**src/rtl/native_mem_arbiter_if.sv**
```systemverilog
// PicoRV32-style native memory port: valid/ready handshake with a 32-bit
// address and data path, byte strobes and an instruction-fetch flag.
interface native_mem_arbiter_if;
  logic        valid;
  logic        instr;
  logic [31:0] addr;
  logic [31:0] wdata;
  logic [3:0]  wstrb;
  logic        ready;
  logic [31:0] rdata;

  modport master (
    output valid, instr, addr, wdata, wstrb,
    input  ready, rdata
  );

  modport slave (
    input  valid, instr, addr, wdata, wstrb,
    output ready, rdata
  );
endinterface

```
**src/rtl/native_mem_arbiter.sv**
```systemverilog
// Two-master arbiter for the PicoRV32 native memory bus. Transactions are
// serialised onto one slave, with a response timeout that aborts with ERR_RDATA.
module native_mem_arbiter #(
  parameter bit          ROUND_ROBIN = 1'b1,
  parameter int unsigned TIMEOUT     = 255,
  parameter logic [31:0] ERR_RDATA   = 32'hFFFF_FFFF
) (
  input  logic                 clk,
  input  logic                 reset,
  native_mem_arbiter_if.slave  m0,
  native_mem_arbiter_if.slave  m1,
  native_mem_arbiter_if.master s,
  output logic                 grant,
  output logic                 busy,
  output logic                 timeout_err
);
  typedef enum logic [1:0] {IDLE, BUSY, RESP} state_t;

  localparam bit          TO_EN     = (TIMEOUT != 0);
  localparam int unsigned TO_LAST   = TO_EN ? TIMEOUT - 1 : 0;
  localparam logic [15:0] TO_LAST_W = 16'(TO_LAST);

  state_t      state;
  logic [15:0] wait_cnt;
  logic        winner;
  logic        expire;
  logic [31:0] resp_data;

  // On contention the round-robin mode favours whoever was not granted last.
  function automatic logic pick(input logic v0, input logic v1, input logic last);
    if (v0 && v1) return ROUND_ROBIN ? ~last : 1'b0;
    return v1;
  endfunction

  assign winner    = pick(m0.valid, m1.valid, grant);
  assign expire    = TO_EN && (wait_cnt == TO_LAST_W);
  assign resp_data = s.ready ? s.rdata : ERR_RDATA;

  // Abort is flagged in the expiring BUSY cycle itself; a same-cycle s_ready wins.
  assign timeout_err = (state == BUSY) && expire && !s.ready;

  always_ff @(posedge clk) begin
    if (reset) begin
      state    <= IDLE;
      wait_cnt <= '0;
      grant    <= 1'b1;
      busy     <= 1'b0;
      s.valid  <= 1'b0;
      s.instr  <= 1'b0;
      s.addr   <= '0;
      s.wdata  <= '0;
      s.wstrb  <= '0;
      m0.ready <= 1'b0;
      m1.ready <= 1'b0;
      m0.rdata <= '0;
      m1.rdata <= '0;
    end else begin
      case (state)
        IDLE: begin
          if (m0.valid || m1.valid) begin
            grant    <= winner;
            busy     <= 1'b1;
            s.valid  <= 1'b1;
            wait_cnt <= '0;
            s.instr  <= winner ? m1.instr : m0.instr;
            s.addr   <= winner ? m1.addr  : m0.addr;
            s.wdata  <= winner ? m1.wdata : m0.wdata;
            s.wstrb  <= winner ? m1.wstrb : m0.wstrb;
            state    <= BUSY;
          end
        end
        BUSY: begin
          if (s.ready || expire) begin
            s.valid <= 1'b0;
            if (grant) begin
              m1.rdata <= resp_data;
              m1.ready <= 1'b1;
            end else begin
              m0.rdata <= resp_data;
              m0.ready <= 1'b1;
            end
            state <= RESP;
          end else begin
            wait_cnt <= wait_cnt + 16'd1;
          end
        end
        RESP: begin
          m0.ready <= 1'b0;
          m1.ready <= 1'b0;
          busy     <= 1'b0;
          state    <= IDLE;
        end
        default: state <= IDLE;
      endcase
    end
  end
endmodule

```
**src/flat_wrapper.sv**
```systemverilog
// flat-port wrapper written by rule: the top's interface ports become plain ports
module native_mem_arbiter_flat 
#(
  parameter bit          ROUND_ROBIN = 1'b1,
  parameter int unsigned TIMEOUT     = 255,
  parameter logic [31:0] ERR_RDATA   = 32'hFFFF_FFFF
)
  (clk, reset, grant, busy, timeout_err, m0_valid, m0_instr, m0_addr, m0_wdata, m0_wstrb, m0_ready, m0_rdata, m1_valid, m1_instr, m1_addr, m1_wdata, m1_wstrb, m1_ready, m1_rdata, s_valid, s_instr, s_addr, s_wdata, s_wstrb, s_ready, s_rdata);
  native_mem_arbiter_if m0_i ();
  native_mem_arbiter_if m1_i ();
  native_mem_arbiter_if s_i ();
  input  logic clk;
  input  logic reset;
  output logic grant;
  output logic busy;
  output logic timeout_err;
  input wire logic [$bits(m0_i.valid)-1:0] m0_valid;
  input wire logic [$bits(m0_i.instr)-1:0] m0_instr;
  input wire logic [$bits(m0_i.addr)-1:0] m0_addr;
  input wire logic [$bits(m0_i.wdata)-1:0] m0_wdata;
  input wire logic [$bits(m0_i.wstrb)-1:0] m0_wstrb;
  output wire logic [$bits(m0_i.ready)-1:0] m0_ready;
  output wire logic [$bits(m0_i.rdata)-1:0] m0_rdata;
  input wire logic [$bits(m1_i.valid)-1:0] m1_valid;
  input wire logic [$bits(m1_i.instr)-1:0] m1_instr;
  input wire logic [$bits(m1_i.addr)-1:0] m1_addr;
  input wire logic [$bits(m1_i.wdata)-1:0] m1_wdata;
  input wire logic [$bits(m1_i.wstrb)-1:0] m1_wstrb;
  output wire logic [$bits(m1_i.ready)-1:0] m1_ready;
  output wire logic [$bits(m1_i.rdata)-1:0] m1_rdata;
  output wire logic [$bits(s_i.valid)-1:0] s_valid;
  output wire logic [$bits(s_i.instr)-1:0] s_instr;
  output wire logic [$bits(s_i.addr)-1:0] s_addr;
  output wire logic [$bits(s_i.wdata)-1:0] s_wdata;
  output wire logic [$bits(s_i.wstrb)-1:0] s_wstrb;
  input wire logic [$bits(s_i.ready)-1:0] s_ready;
  input wire logic [$bits(s_i.rdata)-1:0] s_rdata;
  assign m0_i.valid = m0_valid;
  assign m0_i.instr = m0_instr;
  assign m0_i.addr = m0_addr;
  assign m0_i.wdata = m0_wdata;
  assign m0_i.wstrb = m0_wstrb;
  assign m0_ready = m0_i.ready;
  assign m0_rdata = m0_i.rdata;
  assign m1_i.valid = m1_valid;
  assign m1_i.instr = m1_instr;
  assign m1_i.addr = m1_addr;
  assign m1_i.wdata = m1_wdata;
  assign m1_i.wstrb = m1_wstrb;
  assign m1_ready = m1_i.ready;
  assign m1_rdata = m1_i.rdata;
  assign s_valid = s_i.valid;
  assign s_instr = s_i.instr;
  assign s_addr = s_i.addr;
  assign s_wdata = s_i.wdata;
  assign s_wstrb = s_i.wstrb;
  assign s_i.ready = s_ready;
  assign s_i.rdata = s_rdata;
  native_mem_arbiter #(.ROUND_ROBIN(ROUND_ROBIN), .TIMEOUT(TIMEOUT), .ERR_RDATA(ERR_RDATA)) u_core (.clk(clk), .reset(reset), .m0(m0_i), .m1(m1_i), .s(s_i), .grant(grant), .busy(busy), .timeout_err(timeout_err));
endmodule
```
**config.mk**
```make
export PLATFORM = sky130hd
export DESIGN_NAME = native_mem_arbiter_flat
export DESIGN_NICKNAME = d
export VERILOG_FILES = /design/src/rtl/native_mem_arbiter_if.sv /design/src/rtl/native_mem_arbiter.sv /design/src/flat_wrapper.sv
export SDC_FILE = /design/constraint.sdc
export NUM_CORES = 1
export LEC_CHECK = 0
export CORE_ASPECT_RATIO = 0.5
export CORE_MARGIN = 10
export CORE_UTILIZATION = 45
export DETAILED_ROUTE_END_ITERATION = 10
export DONT_BUFFER_PORTS = 1
export GPL_TIMING_DRIVEN = 1
export SLEW_MARGIN = 5
export SYNTH_ARGS = -nofsm -noshare
export SYNTH_HDL_FRONTEND = slang
export SYNTH_SLANG_ARGS = --single-unit
```
**constraint.sdc**
```tcl
create_clock -name clk -period 2.1 [get_ports clk]
set_input_delay 0.42 -clock clk [delete_from_list [all_inputs] [get_ports clk]]
set_output_delay 0.42 -clock clk [all_outputs]
set_load 0.005 [all_outputs]
```
==> results of run 1 <==
[worst max-delay path, delay by kind of cell (launching register included)]
kind                   cells  cell delay (ns)
and+or+nand+nor            3             0.73
DFF                        1             0.36
buffers and inverters      1             0.14
[power by group through the flow]
| stage | combinational, mW | clock, mW | sequential, mW |
|---|---|---|---|
| floorplan | 0.643 | 0 | 3.39 |
| global placement | 0.716 | 0 | 3.49 |
| detailed placement | 0.733 | 0 | 3.50 |
| CTS | 0.735 | 3.05 | 3.43 |
| global route | 0.842 | 3.18 | 3.44 |
| finish | 0.738 | 2.96 | 3.41 |
[flip-flops by register name (all words and copies together), names as in the netlist]
| register | cells |
|---|---|
| u_core.m1.ready | 1 |
| u_core.grant | 1 |
| u_core.s.wdata | 32 |
| u_core.busy | 1 |
| u_core.s.valid | 1 |
| u_core.m0.ready | 1 |
| u_core.state | 2 |
| u_core.m0.rdata | 32 |
| u_core.m1.rdata | 32 |
| u_core.s.addr | 32 |
| u_core.s.instr | 1 |
| u_core.wait_cnt | 16 |
| u_core.s.wstrb | 4 |
[cells by family after synthesis]
kind of cell / synth area share
AND/OR/NAND/NOR: 0.153
AO/OA/AOI/OAI: 0.210
flip-flops: 0.479
multiplexers: 0.106
buffers and inverters: 0.0483
adder cells (fa/ha/maj): 0.00384
[synthesized netlist by cell type]
| library cell | count | area [um2] |
|---|---|---|
| a2111oi_0 | 1 | 8.76 |
| a211oi_1 | 115 | 863 |
| a211oi_2 | 18 | 225 |
| a21boi_0 | 1 | 7.51 |
| a21o_1 | 2 | 15.0 |
| a21oi_1 | 12 | 60.1 |
| a311oi_1 | 2 | 17.5 |
| a31oi_1 | 6 | 37.5 |
| and2_1 | 1 | 6.26 |
| and3_1 | 2 | 12.5 |
| and4_1 | 3 | 26.3 |
| buf_2 | 12 | 60.1 |
| buf_4 | 4 | 30.0 |
| buf_6 | 4 | 45.0 |
| clkbuf_1 | 41 | 154 |
| clkinv_1 | 1 | 3.75 |
| dfxtp_1 | 156 | 3120 |
| ha_1 | 2 | 25.0 |
| inv_1 | 6 | 22.5 |
| mux2i_1 | 69 | 691 |
| nand2_1 | 13 | 48.8 |
| nand2b_1 | 3 | 18.8 |
| nand3_1 | 7 | 35.0 |
| nand4_1 | 7 | 43.8 |
| nand4_2 | 1 | 12.5 |
| nor2_1 | 182 | 683 |
| nor2b_1 | 1 | 6.26 |
| nor3_1 | 7 | 35.0 |
| nor4_1 | 3 | 18.8 |
| nor4_4 | 2 | 42.5 |
| o211a_1 | 1 | 10.0 |
| o21a_1 | 1 | 7.51 |
| o21ai_0 | 19 | 95.1 |
| o22a_1 | 1 | 8.76 |
| o31ai_1 | 2 | 15.0 |
| or3_1 | 1 | 6.26 |
[worst max path at each step]
stage,depth (start not counted),end,start,slack (ns)
floorplan,8,u_core.m0.rdata[16],u_core.wait_cnt[1],0.28
global placement,5,timeout_err,u_core.wait_cnt[11],0.12
detailed placement,8,u_core.m0.rdata[11],u_core.wait_cnt[0],0.11
CTS,4,timeout_err,u_core.wait_cnt[14],0.01
global route,4,timeout_err,u_core.wait_cnt[10],-0.05
finish,4,timeout_err,u_core.wait_cnt[14],0.04
[cell type report]
| cell class | count | area, um2 | area share |
|---|---|---|---|
| inverter | 7 | 26.3 | 0.00354 |
| clock buffer | 17 | 425 | 0.0572 |
| clock inverter | 15 | 154 | 0.0207 |
| tap | 192 | 240 | 0.0323 |
| multi-input combinational | 485 | 3150 | 0.423 |
| sequential | 156 | 3130 | 0.421 |
| timing repair buffer | 30 | 312 | 0.0419 |
[cells in the final DEF, fill, tap and decap left out, types with 2 or more instances in the layout]
master      synthesis  routed
nor4_1              3       3
a21oi_1            12      11
dfxtp_1           156     155
ha_1                2       2
o31ai_1             2       2
inv_6               0       4
a21o_1              2       2
and4_1              3       2
clkbuf_16           0      18
a211oi_1          115     113
a211oi_2           18      19
buf_12              0       4
inv_8               0       3
nor3_1              7       6
a31oi_1             6       6
nand2b_1            3       3
clkinv_8            0       3
nand4_1             7       7
buf_8               0       2
o21ai_0            19      19
nor2_1            182     182
and3_1              2       2
a311oi_1            2       2
clkinvlp_4          0       3
buf_4               4      22
mux2i_1            69      69
nand2_1            13      13
inv_1               6       6
nor4_4              2       2
nand3_1             7       7
[through the flow]
stage               hold slack, ns  worst slack [ns]  cell area (um2)  utilization  total power [mW]
floorplan                    0.453             0.277             6520            -              4.04
global placement             0.495             0.122             6730        0.486              4.21
detailed placement           0.501             0.107             6730        0.486              4.23
CTS                         0.0696           0.00992             7340        0.530              7.21
global route                0.0655           -0.0486             7430        0.536              7.46
finish                      0.0973            0.0422             7430        0.536              7.11
[per-layer routing]
metal / wire, um / vias to the layer above
met5: 0 / -
met4: 114 / 0
met3: 1740 / 13
met2: 9550 / 191
met1: 7960 / 2313
li1: - / 2559
[timing repair]
| item | 4_1_cts | 5_1_grt |
|---|---|---|
| resized for setup | 3 | 12 |
| endpoints found under the setup margin | 1 | 36 |
| gates cloned | 0 | 1 |
| pin swaps | 2 | 2 |
| setup buffers | 3 | 3 |
==> flow_summary.yaml, run 1 <==
global_routing:
  grt.overflow.total: 0
  grt_busiest_layer: "met2"
  grt_pass1_wl_um: 29200
  met3_usage: 0.0690
  gr-usage-met1: 0.210
  grt_pass1_vias: 4933
  use_met2: 0.309
  grt_max_degree: 145
  track_usage: 0.181
  grt_antenna_before_repair: 0
drt:
  dr_total_vias: 5076
  drt_pass1_iterations: 4
  drc_errors: 0
  postRouteAntennaNets: 0
  drtIter0Drc: 283
  wl_per_cell_um: 21.5
  via_per_inst: 5.63
  wl_um: 19400
sta:
  finalSetupTns_ns: 0
  period_needed_ns: 2.06
  slew_violations: 0
  max_slew_margin: 0.689
  hold_viol_final: 0
  worst_pin_slew_ns: 0.467
  fin_crit_sh: 0.980
  clock_skew_ns: 0.0129
  clock.fmax_mhz: 486
  setup_viol: 0
  rsz0062_at_grt: "true"
synth:
  synth_seq_cells: 156
  ys_types: 36
  syn_area_per_cell_um2: 9.20
  syn_nets: 886
  ys_seq_area_frac: 0.479
  syn_inst: 709
  synth_area_um2: 6520
  ys.warnings.count: 0
floorplanning:
  dieArea_um2: 20000
  coreArea_um2: 13900
  start_util: 0.471
  fp.dieH_um: 105
  row_count: 30
  ioPinCount: 314
  die_x_um: 190
status:
  status: "completed"
setup_path:
  ff2ff_path_depth: 8
  r2r-end: "u_core.m0.rdata[31]"
  cp_cell_sequence: "nor4_4 > nand4_4 > nor3_2 > buf_4"
  r2r_start: "u_core.wait_cnt[14]"
  startpoint_type: "register"
  cp-end-kind: "output port"
  cp.required_ns: 1.68
  critPathArrivalTime_ns: 1.64
  critPathSlowestCell: "nor4_4"
  cp_slowest_stage_delay_ns: 0.39
  crit_type: "reg -> out"
  cp_max_fo: 4
  reg2reg_slack_ns: 0.09
power_and_ir_drop:
  power.internal_mw: 5.09
  ir_worst_vdd_v: 0.000501
  switching_share: 0.284
  clkPwrFrac: 0.417
  switchingPower_mw: 2.02
  combPwrFrac: 0.104
  sequentialPowerShare: 0.479
  power_density_nw_per_um2: 957
  p_leak_nw: 2.67
min_path:
  hp-start: "reset"
  min_to: "u_core.s.addr[8]"
  min_path_cells: 1
  hp-class: "in -> reg"
placed_design:
  hpwl_um: 14500
  gp_congestion: 0.878
  io_buffers: 0
  dp_cells: 864
clock_network:
  clock-root-buffer: "clkbuf_16"
  holdBufCountCts: 0
  htree_levels: 4
  cts_buffers: 17
  cts.clk_slew.worst_paths_ns: 0.06
  insertion_delay_ns: 0.41
  clock-sinks: 156
  cts_tree: "yes"
  clock_path_buffers: 2
cells_and_area:
  drive_gt1_frac: 0.128
  fin_nets: 874
  fillers: 1224
  antenna_cells: 0
  stdcell_count: 902
  area_growth_syn_to_layout_pct: 13.9
run:
  cap_violations: 0
No activity file was read; power rests on OpenSTA's default activity.
==> run 2: changes to the inputs <==
Settings changed: ABC_AREA from default to 1, GPL_TIMING_DRIVEN 1 to 0.
==> run 2 against run 1 <==
Against the previous run:
- worst setup slack better by 0.074 ns
- worst hold slack better by 0.050 ns
- first-iteration DRC count up 13%
- sequential power about the same
- highest routed layer unchanged
==> flow_summary.yaml, run 2 <==
status:
  status: "completed"
synth:
  async_reset_ff_frac: 0
  synth_top_area_frac: 0.423
  ys_types: 33
  synth_seq_cells: 156
  synth_edf_count: 0
  syn_nets: 1149
  syn_inst: 972
  synthTopCellsByCount: "nand2_1 (263), dfxtp_1 (156), inv_1 (118)"
  synth.most_common_cell: "nand2_1"
  ys.flop_type: "dfxtp_1"
  syn_area_per_cell_um2: 7.60
  synth_area_um2: 7390
  synthTopCellsByArea: "dfxtp_1 (42%), nand2_1 (13%), inv_1 (6.0%)"
  ys_seq_area_frac: 0.423
  ys.warnings.count: 0
  synth_largest_area_cell: "dfxtp_1"
floorplanning:
  start_util: 0.470
  row_count: 32
  fp.dieH_um: 111
  ioPinCount: 314
  dieArea_um2: 22300
  die_x_um: 201
  coreArea_um2: 15700
clock_network:
  clock-root-buffer: "clkbuf_16"
  cts_tree: "yes"
  insertion_delay_ns: 0.43
  holdBufCountCts: 0
  cts_buffers: 17
  clock_path_buffers: 2
  clock-sinks: 156
  cts.clk_slew.worst_paths_ns: 0.07
  htree_levels: 4
placed_design:
  io_buffers: 0
  hpwl_um: 19100
  gp_congestion: 0.833
  dp_cells: 1193
power_and_ir_drop:
  switchingPower_mw: 2.14
  finalPower_mw: 7.62
  sequentialPowerShare: 0.451
  switching_share: 0.281
  p_leak_nw: 3.30
  power.internal_mw: 5.48
  combPwrFrac: 0.128
  clkPwrFrac: 0.421
  power_density_nw_per_um2: 920
  ir_worst_vdd_v: 0.000584
sta:
  finalSetupTns_ns: 0
  hold_viol_final: 0
  max_slew_margin: 0.554
  slew_violations: 0
  clock_skew_ns: 0.0108
  setup_viol: 0
  period_needed_ns: 1.98
  rsz0062_at_grt: "false"
  clock.fmax_mhz: 504
  worst_pin_slew_ns: 0.669
  fin_crit_sh: 0.945
drt:
  drc_errors: 0
  drt_pass1_iterations: 5
  postRouteAntennaNets: 0
  via_per_inst: 5.34
  drtIter0Drc: 319
  wl_per_cell_um: 19.8
  wl_um: 24300
  dr_total_vias: 6541
setup_path:
  critPathSlowestCell: "dfxtp_1"
  critPathArrivalTime_ns: 1.56
  cp.required_ns: 1.68
  cp_cell_sequence: "inv_1 > ha_1 > nand3_2 > nor2_4 > nand2_4 > nor3_2"
  path_buf_inv: 1
  cp.depth: 6
  cp-end-kind: "output port"
  cp_slowest_stage_delay_ns: 0.35
  startpoint_type: "register"
  cp_max_fo: 5
  ff2ff_path_depth: 6
  crit_type: "reg -> out"
  crit_family: "simple AND/OR/NAND/NOR gates"
cells_and_area:
  area_growth_syn_to_layout_pct: 12.1
  final_common_cell: "nand2_1"
  fin_nets: 1168
  drive_gt1_frac: 0.150
  antenna_cells: 0
  stdcell_count: 1224
  final_cell_mix: "nand2_1 (263), dfxtp_1 (156), inv_1 (118), o21ai_0 (74)"
  fillers: 1610
  utilization: 0.526
global_routing:
  grt_pass1_vias: 6283
  track_usage: 0.209
  grt_pass1_wl_um: 37100
  grt_max_degree: 17
  grt.overflow.total: 0
  grt_antenna_before_repair: 0
run:
  cap_violations: 0
min_path:
  hp-class: "in -> reg"
  min_path_cells: 2
-- run 2: changes by cell type in the layout (fill, tap and decap cells not counted), moves of 40 or more --
cell / change
nor2_1: -160
a21oi_2: +40
mux2i_1: -69
nand2_1: +250
o21ai_0: +55
inv_1: +112
a31oi_1: +63
nand4_1: +62
a211oi_1: -113
-- run 2: final cells by class --
| class | instances | area (um2) | area share |
|---|---|---|---|
| sequential | 156 | 3120 | 0.377 |
| tap | 221 | 277 | 0.0334 |
| buffer | 73 | 389 | 0.0470 |
| clock inverter | 10 | 139 | 0.0168 |
| multi-input combinational | 616 | 3400 | 0.411 |
| clock buffer | 21 | 470 | 0.0568 |
| inverter | 127 | 478 | 0.0577 |
-- run 2: timing repair --
action | CTS | global route
endpoints found under the hold margin | 0 | 0
buffers inserted | 0 | 0
resized for setup | 1 | 0
endpoints found under the setup margin | 1 | 0
-- run 2: worst register-to-register path: stages, from the launching register on --
cell and delay [ns]:
dfxtp_1 0.36, buf_2 0.30, nand2_1 0.09, nand2_1 0.32, clkbuf_1 0.39, nand2_1 0.11, a31oi_1 0.21
-- run 2: power groups by stage --
stage | clock network, mW | logic, mW | registers [mW]
after detailed placement | 0 | 0.975 | 3.51
after CTS | 3.27 | 0.980 | 3.44
after global placement | 0 | 0.954 | 3.50
final | 3.21 | 0.977 | 3.43
after floorplan | 0 | 0.766 | 3.39
after global routing | 3.39 | 1.11 | 3.46
-- run 2: per-stage QoR --
step / hold slack [ns] / area, um2 / setup WS, ns
detailed placement: 0.479 / 7660 / 0.225
floorplan: 0.442 / 7390 / 0.669
global route: 0.134 / 8280 / 0.0110
global placement: 0.477 / 7660 / 0.260
CTS: 0.134 / 8280 / 0.0861
finish: 0.147 / 8280 / 0.116
-- run 2: logic make-up after synthesis --
group	synth area share
adder cells (fa/ha/maj)	0.00339
buffers and inverters	0.117
XOR/XNOR	0.00356
AO/OA/AOI/OAI	0.216
flip-flops	0.423
AND/OR/NAND/NOR	0.237
-- run 2: final timing paths --
kind                                       endpoint  slack, ns           startpoint
worst max-delay path                    timeout_err       0.12   u_core.wait_cnt[0]
worst min-delay path             u_core.s.wdata[18]       0.15         m0_wdata[18]
worst max register to register   u_core.s.wdata[19]       0.25         u_core.grant
worst min register to register  u_core.m0.rdata[24]       0.48  u_core.m0.rdata[24]
-- run 2: per-layer routing --
metal | GRT usage | vias to the layer above | wire length, um
li1 | - | 3257 | -
met1 | 0.245 | 3017 | 9990
met2 | 0.336 | 241 | 11400
met3 | 0.0932 | 26 | 2460
met4 | 0.0648 | 0 | 380
met5 | 0 | - | 0
